`src/rtl/alu_pkg.sv`:
```
// Shared definitions for the ALU arbiter: FSM state encodings and ALU
// operation codes.
package alu_pkg;

  localparam logic [1:0] ST_IDLE = 2'b00;
  localparam logic [1:0] ST_EXEC = 2'b01;
  localparam logic [1:0] ST_RESP = 2'b10;

  typedef enum logic [1:0] {
    IDLE = ST_IDLE,
    EXEC = ST_EXEC,
    RESP = ST_RESP
  } state_t;

  localparam logic [3:0] OP_AND = 4'b0000;
  localparam logic [3:0] OP_OR  = 4'b0001;
  localparam logic [3:0] OP_ADD = 4'b0010;
  localparam logic [3:0] OP_SUB = 4'b0110;
  localparam logic [3:0] OP_SLT = 4'b0111;

endpackage

```
`src/rtl/alu.sv`:
```
// Combinational ALU: AND, OR, ADD, SUB (both modulo 2^DATA_W) and unsigned
// set-less-than. Unknown op codes produce zero.
module alu
  import alu_pkg::*;
#(
  parameter int DATA_W = 32,
  parameter int OP_W   = 4
) (
  input  logic [DATA_W-1:0] a,
  input  logic [DATA_W-1:0] b,
  input  logic [OP_W-1:0]   op,
  output logic [DATA_W-1:0] result
);

  // Select the operation; carries and overflow are intentionally dropped.
  always_comb begin
    result = '0;
    case (op)
      OP_AND:  result = a & b;
      OP_OR:   result = a | b;
      OP_ADD:  result = a + b;
      OP_SUB:  result = a - b;
      OP_SLT:  result = {{(DATA_W-1){1'b0}}, (a < b)};
      default: result = '0;
    endcase
  end

endmodule

```
`src/rtl/alu_arbiter.sv`:
```
// Two-requester front end for a shared ALU. One operation is in flight at a
// time: IDLE accepts a request, EXEC registers the ALU result, RESP presents
// it to the granted requester until it is taken.
// Define ALU_ARB_ROUND_ROBIN_EN for round-robin tie breaking; otherwise
// requester 0 always wins a tie.
module alu_arbiter
  import alu_pkg::*;
#(
  parameter int DATA_W = 32,
  parameter int OP_W   = 4
) (
  input  logic              clk,
  input  logic              reset,
  input  logic              req0_valid,
  output logic              req0_ready,
  input  logic [DATA_W-1:0] req0_a,
  input  logic [DATA_W-1:0] req0_b,
  input  logic [OP_W-1:0]   req0_op,
  input  logic              req1_valid,
  output logic              req1_ready,
  input  logic [DATA_W-1:0] req1_a,
  input  logic [DATA_W-1:0] req1_b,
  input  logic [OP_W-1:0]   req1_op,
  output logic              resp0_valid,
  input  logic              resp0_ready,
  output logic              resp1_valid,
  input  logic              resp1_ready,
  output logic [DATA_W-1:0] resp_data,
  output logic              busy,
  output logic [15:0]       ops_done
);

  state_t            state;
  logic              grant_id;
  logic [DATA_W-1:0] a_q;
  logic [DATA_W-1:0] b_q;
  logic [OP_W-1:0]   op_q;
  logic [DATA_W-1:0] alu_result;
  logic              prefer1;
  logic              win0;
  logic              win1;
  logic              resp_taken;

`ifdef ALU_ARB_ROUND_ROBIN_EN
  // Points at the requester that wins the next tie.
  logic rr_ptr;
  assign prefer1 = rr_ptr;
`else
  assign prefer1 = 1'b0;
`endif

  // Pick the winner among the currently valid requesters.
  always_comb begin
    win1 = req1_valid && (!req0_valid || prefer1);
    win0 = req0_valid && !win1;
  end

  // Ready only in IDLE and never while reset is held.
  assign req0_ready = (state == IDLE) && !reset && win0;
  assign req1_ready = (state == IDLE) && !reset && win1;

  // Only the granted requester's resp_ready can complete the response.
  assign resp_taken = grant_id ? (resp1_valid && resp1_ready)
                               : (resp0_valid && resp0_ready);

  alu #(
    .DATA_W(DATA_W),
    .OP_W  (OP_W)
  ) u_alu (
    .a     (a_q),
    .b     (b_q),
    .op    (op_q),
    .result(alu_result)
  );

  // Main FSM with registered outputs; reset discards any in-flight operation.
  always_ff @(posedge clk or posedge reset) begin
    if (reset) begin
      state       <= IDLE;
      grant_id    <= 1'b0;
      a_q         <= '0;
      b_q         <= '0;
      op_q        <= '0;
      resp_data   <= '0;
      resp0_valid <= 1'b0;
      resp1_valid <= 1'b0;
      busy        <= 1'b0;
      ops_done    <= 16'd0;
`ifdef ALU_ARB_ROUND_ROBIN_EN
      rr_ptr      <= 1'b0;
`endif
    end else begin
      case (state)
        IDLE: begin
          if (win0 || win1) begin
            a_q      <= win1 ? req1_a  : req0_a;
            b_q      <= win1 ? req1_b  : req0_b;
            op_q     <= win1 ? req1_op : req0_op;
            grant_id <= win1;
            busy     <= 1'b1;
            state    <= EXEC;
`ifdef ALU_ARB_ROUND_ROBIN_EN
            // The requester just granted drops to lowest priority.
            rr_ptr   <= !win1;
`endif
          end
        end
        EXEC: begin
          resp_data <= alu_result;
          state     <= RESP;
        end
        RESP: begin
          if (!resp0_valid && !resp1_valid) begin
            // First RESP cycle: raise the valid for the granted id only.
            resp0_valid <= !grant_id;
            resp1_valid <= grant_id;
          end else if (resp_taken) begin
            resp0_valid <= 1'b0;
            resp1_valid <= 1'b0;
            busy        <= 1'b0;
            ops_done    <= ops_done + 16'd1;
            state       <= IDLE;
          end
        end
        default: begin
          busy  <= 1'b0;
          state <= IDLE;
        end
      endcase
    end
  end

endmodule

```
`config.mk`:
```
export PLATFORM = sky130hd
export DESIGN_NAME = alu_arbiter
export DESIGN_NICKNAME = d
export VERILOG_FILES = /design/src/rtl/alu_pkg.sv /design/src/rtl/alu.sv /design/src/rtl/alu_arbiter.sv
export SDC_FILE = /design/constraint.sdc
export NUM_CORES = 1
export LEC_CHECK = 0
export CORE_MARGIN = 2
export CORE_UTILIZATION = 40
export DETAILED_ROUTE_END_ITERATION = 12
export DONT_BUFFER_PORTS = 1
export PLACE_DENSITY = 0.58
export RECOVER_POWER = 100
export SLEW_MARGIN = 10
export SYNTH_ARGS = -nofsm -noshare
export SYNTH_HDL_FRONTEND = slang
export SYNTH_SLANG_ARGS = --single-unit
```
`constraint.sdc`:
```
create_clock -name clk -period 7.6 [get_ports clk]
set_input_delay 0.76 -clock clk [delete_from_list [all_inputs] [get_ports clk]]
set_output_delay 0.76 -clock clk [all_outputs]
set_load 0.02 [all_outputs]
```
==> results of run 1 <==
layout by cell type, fill, tap and decap left out, drive strengths merged, types with 6 or more instances in the layout:
master,Yosys,final
nor3,14,14
nand2,156,156
clkbuf,67,20
nor4,9,9
a221o,11,11
o211ai,9,9
nor2b,15,15
o21ai,137,137
buf,6,6
o21a,7,7
a21o,12,12
nand3,15,15
a21oi,76,76
a31oi,11,11
nor2,66,66
dfrtp,122,122
o221ai,15,15
a211o,6,6
o31ai,14,14
a221oi,22,22
mux2i,72,72
and3,7,7
nand2b,10,10
nand3b,6,6
o21bai,12,12
a211oi,7,7
a2111oi,6,6
ha,109,109
inv,102,111
xnor2,17,17
nand4,9,9
registers in the layout (all words and copies together), names as in the netlist:
signal / cells
resp_data: 32
resp1_valid: 1
b_q: 32
op_q: 4
state: 2
resp0_valid: 1
a_q: 32
busy: 1
ops_done: 16
grant_id: 1
through the flow:
step | power [mW] | instance area [µm²] | setup WS, ps
finish | 5.81 | 11000 | 2830
global placement | 4.92 | 10400 | 4060
detailed placement | 4.93 | 10400 | 4030
global route | 6.29 | 11000 | 1910
floorplan | 3.86 | 10200 | 2960
CTS | 5.76 | 11000 | 4000
routing by layer:
metal  vias up  GRT usage [%]
li1       4333              -
met1      4376           37.9
met2       388           35.4
met3        35           4.82
met4         0           6.86
met5         -              0
Yosys cell counts (all sizes together), types with 9 or more instances:
cell type	instances	area, µm²
inv	102	383
nand4	9	56.3
nor2	66	248
xnor2	17	149
o221ai	15	131
ha	109	1360
nor4	9	56.3
a221o	11	110
a21o	12	90.1
o31ai	14	105
o21bai	12	90.1
mux2i	72	721
nor3	14	70.1
dfrtp	122	3050
nand3	15	75.1
a31oi	11	68.8
o21ai	137	686
nand2b	10	62.6
nor2b	15	93.8
o211ai	9	67.6
nand2	156	586
a221oi	22	193
clkbuf	67	251
a21oi	76	380
power breakdown:
part | switching (mW) | total, mW | leakage (nW) | internal (mW)
Clock | 0.375 | 0.811 | 0.276 | 0.436
Sequential | 0.399 | 1.30 | 1.56 | 0.904
Combinational | 2.42 | 3.69 | 3.07 | 1.28
cells by family (layout without fill, tap and decap cells):
group           after synthesis  after routing
buf+inv                     175            143
fa+ha+maj                   111            111
flops                       122            122
xor+xnor                     21             21
simple gates                331            331
compound gates              398            398
mux                          73             73
worst max path at each step:
stage,from,to,cells past startpoint
final,req1_valid,b_q[28],3
after global routing,req1_valid,b_q[28],3
after detailed placement,b_q[5],resp_data[24],11
after CTS,a_q[10],resp_data[22],10
after global placement,a_q[9],resp_data[20],11
after floorplan,reset,req1_ready,2
cell type report:
type / instances / area [µm²] / share of cell area, %
Inverter: 102 / 384 / 3.51
Clock inverter: 15 / 146 / 1.34
Sequential cell: 122 / 3050 / 27.9
Multi-Input combinational cell: 934 / 6480 / 59.1
Clock buffer: 17 / 425 / 3.88
Timing Repair Buffer: 9 / 57.6 / 0.525
Tap cell: 330 / 413 / 3.77
worst max-delay path, cell delays in order:
cell and delay (ps):
o21ai_0 2410, clkbuf_2 1480, o21ai_0 290
==> key figures, run 1 <==
Clock tree
  • Hold_buf cts: 0
  • CTS H-tree depth: 4
  • CTS tree: yes
  • Post-CTS setup buffer count: 0
  • Max clock buf depth: 2
  • Reg clk slew, reported paths: approximately 60 ps
  • CTS Sinks: 122
  • CTS Root Buffer Type: clkbuf_16
  • CTS Buf Count: 17
  • Post-CTS Resized: 0
  • Clock latency on the worst-skew pair: approximately 430 ps

Yosys
  • Synthesis-stage register bit count: roughly 120
  • Sequential area share after synthesis: 30.0%
  • Compound-cell area share of the yosys netlist: around a quarter
  • Asr flop ratio synth: 100%
  • Mux share of post-synthesis cell area: 7.19%
  • Ys flop type: dfrtp_1
  • Ys Warns: 0
  • Adder-cell share of the synthesized area: ~14%
  • Mean Syn Cell Area: between 8 and 9 µm²
  • Post-Syn Nets: roughly 1,500
  • Synth cell types: 73
  • Post-Syn Area: 0.0102 mm²
  • Post-synthesis xor/xnor area fraction: under 10%
  • Simple-gate share of the synthesized area: 15.0%
  • Post-Synthesis Cells: 1,231
  • Number of synthesized flops with an enable pin: 0
  • Largest family of logic cells by synthesized area: compound AO/OA/AOI/OAI gates

Outcome
  • Status: finished, violations left
  • Failing checks: max-capacitance violations, max-slew violations

Place
  • Placed cells: about 1,500
  • Dpl hpwl: 24.6 mm
  • Placer Congestion: 0.914
  • IO buf count: 0

Min path
  • HP Class: input pin to flop
  • Min-Delay Endpoint: grant_id
  • Hold Path Stages: 1
  • Hold path start: req0_valid

Worst setup path
  • Required @ worst endpoint: a little under 8000 ps
  • Arr. time, crit path: 5000 ps
  • Worst r2r src: state[1]
  • Critical path class: input pin to flop
  • Crit path max fanout: 100
  • R2R Setup Slk: between 3000 and 4000 ps
  • R2R depth: 9
  • R2r endpoint: resp_data[31]
  • Worst setup EP type: flop
  • Worst setup SP type: input pin

Detailed routing
  • DRC: 0
  • Starting DRT DRC Count: roughly 740
  • DR WL met2: roughly 14 mm
  • Via count: ~9,100
  • Met3 wire len: 2.54 mm
  • WL met1: approximately 16 mm
  • Highest routed metal layer: met4
  • Router iterations before antenna repair: 5
  • DR WL/cell: around 22 µm
  • DR vias/cell: 5.97
  • Drt total wl: 33.0 mm
  • DRT antenna net count: 0

Layout
  • Area grow syn2layout: 7.70%
  • N_diodes: 0
  • Share of layout cells above drive strength 1: around 4.8%
  • Fin cells: about 1,500
  • Final Util: 43.6%
  • Fin nets: between 1,000 and 1,500
  • Fillers: 2,618

Timing
  • Period minus WS final: roughly 4800 ps
  • Hold Slack: 416 ps
  • Max-slew headroom: -120%
  • Final setup viols: 0
  • Highest Clock Rate: approximately 210 MHz
  • RSZ-0062 raised after global routing: false
  • Final max-slew violation count: about 240
  • Slew @ Worst Pin: between 3000 and 4000 ps
  • Final worst path period share: about 63%
  • Setup Skew: approximately 10 ps
  • Hold Vio Cnt, Final: 0
  • Setup TNS: 0 ps

Die
  • Io pins: 195
  • Die extent in x: between 150 and 200 µm
  • Die height: approximately 160 µm
  • Core area: between 0.02 and 0.03 mm²
  • Die area: between 0.02 and 0.03 mm²
  • Site Rows: slightly below 60
  • Starting Density: 40.5%

Power and ir drop
  • Maximum VDD drop: approximately 0.00027 V
  • Cell Pwr Density: 530 mW/mm²
  • P_leak: about 4.9 nW

GRT
  • Antenna violations before repair: 0
  • Vias in the first global route: slightly below 9,000
  • First-pass GRT wire length: about 51 mm
  • Largest net degree at the start of global routing: ~100
  • GR Util All Layers: 24.9%
  • Grt ovf: 0

Run
  • Max Cap Viol: 4
No activity file was read; power rests on OpenSTA's default activity.
==> run 2, diff against run 1 <==
--- a/config.mk
+++ b/config.mk
@@ -9,7 +9,7 @@
 export CORE_UTILIZATION = 40
 export DETAILED_ROUTE_END_ITERATION = 12
 export DONT_BUFFER_PORTS = 1
-export PLACE_DENSITY = 0.58
+export PLACE_DENSITY = 0.6
 export RECOVER_POWER = 100
 export SLEW_MARGIN = 10
 export SYNTH_ARGS = -nofsm -noshare
==> constraint.sdc (replaced) <==
create_clock -name clk -period 4.2 [get_ports clk]
set_input_delay 0.42 -clock clk [delete_from_list [all_inputs] [get_ports clk]]
set_output_delay 0.42 -clock clk [all_outputs]
set_load 0.02 [all_outputs]
==> key figures, run 2 (synthesis results as in run 1) <==
GRT
  • First-pass GRT wire length: between 50 and 60 mm
  • Grt ovf: 0
  • Antenna violations before repair: 0
  • GR Util All Layers: approximately a quarter
  • Largest net degree at the start of global routing: 73
  • Vias in the first global route: ~8,600

Clock tree
  • Reg clk slew, reported paths: about 70 ps
  • CTS tree: yes
  • CTS Sinks: approximately 120
  • Max clock buf depth: 2
  • CTS Buf Count: 17
  • Post-CTS setup buffer count: 0
  • Clock latency on the worst-skew pair: roughly 440 ps
  • CTS Root Buffer Type: clkbuf_16
  • CTS H-tree depth: 4

Min path
  • Hold path start: req0_valid
  • Hold Path Stages: 1
  • Min-Delay Endpoint: grant_id
  • HP Class: input pin to flop

Timing
  • Setup TNS: 0 ps
  • Setup Skew: about 15 ps
  • RSZ-0062 raised after global routing: false
  • Highest Clock Rate: 258 MHz
  • Period minus WS final: between 3000 and 4000 ps
  • Slew @ Worst Pin: about 2500 ps
  • Max-slew headroom: -66.9%
  • Hold Vio Cnt, Final: 0
  • Final setup viols: 0
  • Final worst path period share: 92.2%
  • Final max-slew violation count: 256

Layout
  • Most frequent cells in the layout: 156 x nand2_1, 136 x o21ai_0, 122 x dfrtp_1
  • Biggest regs: a_q: 32 flops, b_q: 32 flops, resp_data: 32 flops
  • Fin cells: around 1,500
  • Share of layout cells above drive strength 1: under 10%
  • Leading cell type in the layout, fill and taps excluded: nand2_1
  • Fin nets: around 1,400
  • Final Util: about 44%
  • Area grow syn2layout: 8.30%
  • N_diodes: 0

Detailed routing
  • Via count: ~9,000
  • DR vias/cell: just under 6
  • DRC: 0
  • Starting DRT DRC Count: about 870
  • Router iterations before antenna repair: 5
  • DR WL/cell: 21.4 µm
  • DRT antenna net count: 0
  • Drt total wl: 32.8 mm

Worst setup path
  • Critical path class: flop to flop
  • Worst setup EP type: flop
  • Worst r2r src: op_q[3]
  • Required @ worst endpoint: 4470 ps
  • R2R depth: 5
  • R2R Setup Slk: ~330 ps
  • Crit path max fanout: 30
  • R2r endpoint: resp_data[3]
  • Worst setup SP type: flop
  • Arr. time, crit path: between 4000 and 5000 ps

Place
  • Placer Congestion: 0.937
  • Placed cells: 1,503
  • IO buf count: 0
  • Dpl hpwl: about 25 mm

Outcome
  • Status: finished, violations left
  • Failing checks: max-capacitance violations, max-slew violations

Power and ir drop
  • P_leak: approximately 5 nW
  • Total power: 10.5 mW
  • Maximum VDD drop: between 0.0004 and 0.0005 V
  • Cell Pwr Density: about 950 mW/mm²

Die
  • Die area: about 0.027 mm²
  • Core area: between 0.02 and 0.03 mm²
  • Die height: approximately 160 µm
  • Site Rows: 58
  • Die extent in x: 163 µm
  • Io pins: 195
  • Starting Density: 40.5%

Run
  • Max Cap Viol: 5
## run 2: power by group
| group | switching (mW) | internal (mW) | leakage (nW) |
|---|---|---|---|
| registers | 0.719 | 1.64 | 1.56 |
| logic | 4.38 | 2.34 | 3.10 |
| clock network | 0.649 | 0.793 | 0.270 |
## run 2: worst max path at each step
stage | endpoint | start | slack [ps]
after floorplan | req1_ready | reset | 240
after global placement | resp_data[22] | a_q[10] | 630
after detailed placement | resp_data[31] | a_q[1] | 580
after CTS | resp_data[25] | a_q[1] | 560
after global routing | b_q[31] | state[0] | 150
final | resp_data[3] | op_q[3] | 330
## run 2: final cells by class
| type | instances | area, µm² |
|---|---|---|
| well taps | 330 | 413 |
| clock inverters | 14 | 126 |
| repair buffers | 16 | 105 |
| inverters | 102 | 384 |
| clock buffers | 18 | 439 |
| flip-flops and latches | 122 | 3050 |
| fillers | 2590 | 14100 |
| multi-input cells | 934 | 6500 |
## run 2: routing by layer
metal  part of all wire [%]  GRT usage (%)  vias up
li1                       -              -     4353
met4                    1.5           6.26        0
met5                      0              0        -
met3                    9.2           5.66       40
met2                     41           34.9      464
met1                     48           37.0     4292
## run 2: per-stage QoR
step	setup WS, ps	instance area, µm²	hold slack (ps)
after floorplan	239	10200	475
after global placement	630	10500	190
after detailed placement	584	10500	190
after CTS	562	11000	48.1
after global routing	145	11000	52.8
final	327	11000	65.1
## run 2: critical path, stage by stage (launching register included)
cell	delay (ps)
dfrtp_1	490
nand3b_1	200
or2_0	1780
o221ai_1	360
a221oi_1	720
o21ai_0	150
## run 2: what timing repair did
| item | in CTS | in global routing |
|---|---|---|
| gates resized for setup | 0 | 0 |
| endpoints found under the hold margin | 5 | 0 |
| hold buffers | 1 | 0 |
==> run 3, diff against run 2 <==
--- a/config.mk
+++ b/config.mk
@@ -6,10 +6,10 @@
 export NUM_CORES = 1
 export LEC_CHECK = 0
 export CORE_MARGIN = 2
-export CORE_UTILIZATION = 40
+export CORE_UTILIZATION = 56
 export DETAILED_ROUTE_END_ITERATION = 12
 export DONT_BUFFER_PORTS = 1
-export PLACE_DENSITY = 0.6
+export PLACE_DENSITY = 0.74
 export RECOVER_POWER = 100
 export SLEW_MARGIN = 10
 export SYNTH_ARGS = -nofsm -noshare
==> key figures, run 3 (synthesis results as in run 1) <==
GRT
  • Grt ovf: 0
  • Largest net degree at the start of global routing: 88
  • Antenna violations before repair: 0
  • First-pass GRT wire length: between 40 and 50 mm
  • Vias in the first global route: between 8,000 and 9,000
  • GR Util All Layers: 32.2%

Die
  • Die area: between 0.015 and 0.02 mm²
  • Die extent in x: around 140 µm
  • Site Rows: between 40 and 50
  • Die height: 139 µm
  • Core area: about 0.018 mm²
  • Io pins: between 150 and 200
  • Starting Density: a little under three fifths

Timing
  • Period minus WS final: around 4000 ps
  • Final max-slew violation count: roughly 200
  • Slew @ Worst Pin: between 2000 and 3000 ps
  • Hold Slack: between 70 and 80 ps
  • Setup TNS: 0 ps
  • Setup Skew: about 13 ps
  • Hold Vio Cnt, Final: 0
  • Highest Clock Rate: about 250 MHz
  • Final setup margin: around 220 ps
  • Final worst path period share: 94.8%
  • RSZ-0062 raised after global routing: false
  • Max-slew headroom: -97.2%
  • Final setup viols: 0

Clock tree
  • CTS Buf Count: 17
  • Clock latency on the worst-skew pair: around 440 ps
  • Hold_buf cts: 1
  • CTS H-tree depth: 4
  • Max clock buf depth: 2
  • Reg clk slew, reported paths: ~70 ps
  • CTS Sinks: about 120
  • CTS Root Buffer Type: clkbuf_16
  • Post-CTS Resized: 0
  • Post-CTS setup buffer count: 0
  • CTS tree: yes

Power and ir drop
  • Maximum VDD drop: just under 0.0006 V
  • P_leak: between 4 and 5 nW
  • Cell Pwr Density: slightly below 1000 mW/mm²

Detailed routing
  • Starting DRT DRC Count: about 1,100
  • DRC: 0
  • DRT antenna net count: 0
  • DR vias/cell: 6.56
  • Router iterations before antenna repair: 6
  • DR WL/cell: 21.9 µm
  • Via count: around 9,400
  • Drt total wl: 31.4 mm

Layout
  • Most frequent cells in the layout: 156 x nand2_1, 136 x o21ai_0, 122 x dfrtp_1
  • Fin nets: 1,444
  • Leading cell type in the layout, fill and taps excluded: nand2_1
  • Share of layout cells above drive strength 1: 4.99%
  • N_diodes: 0
  • Area grow syn2layout: 7.03%
  • Biggest regs: a_q: 32 flops, b_q: 32 flops, resp_data: 32 flops

Place
  • Dpl hpwl: between 20 and 25 mm
  • Pre-CTS WS: around 630 ps
  • IO buf count: 0
  • Placer Congestion: between 0.9 and 1

Worst setup path
  • Crit path max fanout: 5
  • Required @ worst endpoint: about 4500 ps
  • Critical path class: flop to flop
  • Worst setup EP type: flop
  • Worst setup SP type: flop
  • Arr. time, crit path: between 4000 and 5000 ps
  • R2R depth: 13

Run
  • Max Cap Viol: 4

Outcome
  • Status: finished, violations left
  • Failing checks: max-capacitance violations, max-slew violations

Min path
  • Hold Path Stages: 1
  • HP Class: input pin to flop
==> run 3: cell types whose count changed in the layout (fill, tap and decap cells not counted), sizes merged <==
cell and change:
clkbuf -4, bufinv +2, clkinvlp -2, buf +1, clkinv +1, inv -1
==> run 3: path summary, 6_finish.rpt <==
kind / from / end / slack [ps]
max in group asynchronous: reset / resp_data[3] / 1320
min in group asynchronous: reset / ops_done[12] / 540
setup reg to reg: a_q[0] / resp_data[0] / 220
hold reg to reg: b_q[1] / b_q[1] / 510
hold / removal: req0_valid / grant_id / 70
setup / recovery: a_q[0] / resp_data[0] / 220
==> run 3: where the power goes <==
part | internal (mW) | switching, mW
Clock | 0.884 | 0.632
Combinational | 2.33 | 4.38
Sequential | 1.64 | 0.726
==> run 3: per-stage QoR <==
stage | utilization [%] | power, mW | instances | cell area [µm²]
4_1_cts | 61.0 | 10.4 | 1432 | 10900
3_3_place_gp | 57.7 | 8.77 | 1400 | 10300
2_1_floorplan | - | 6.99 | 1231 | 10200
3_5_place_dp | 57.7 | 8.81 | 1400 | 10300
5_1_grt | 60.8 | 11.4 | 1432 | 10900
6_report | 60.8 | 10.6 | 1432 | 10900
==> run 3: cell type report <==
| class | count | area, µm² |
|---|---|---|
| flip-flops and latches | 122 | 3050 |
| clock buffers | 17 | 425 |
| fillers | 1608 | 7010 |
| repair buffers | 14 | 97.6 |
| multi-input cells | 934 | 6480 |
| inverters | 102 | 385 |
| clock inverters | 14 | 161 |
| well taps | 229 | 287 |
==> run 3: metal layers <==
metal	vias up	wire length, µm	global-route usage [%]
met5	-	0	0
met4	0	438	7.71
met3	40	3770	10.7
met2	594	13000	44.4
met1	4418	14200	48.5
li1	4344	-	-
==> run 3: critical path, stage by stage, from the launching register on <==
cell,delay [ps]
dfrtp_1,370
inv_1,70
ha_1,210
inv_1,70
fa_1,210
nand2b_1,80
a2111oi_0,930
o2111a_1,360
o21ai_0,180
a21oi_1,400
a31oi_1,240
o31a_1,390
nor4b_1,240
o21ai_0,120
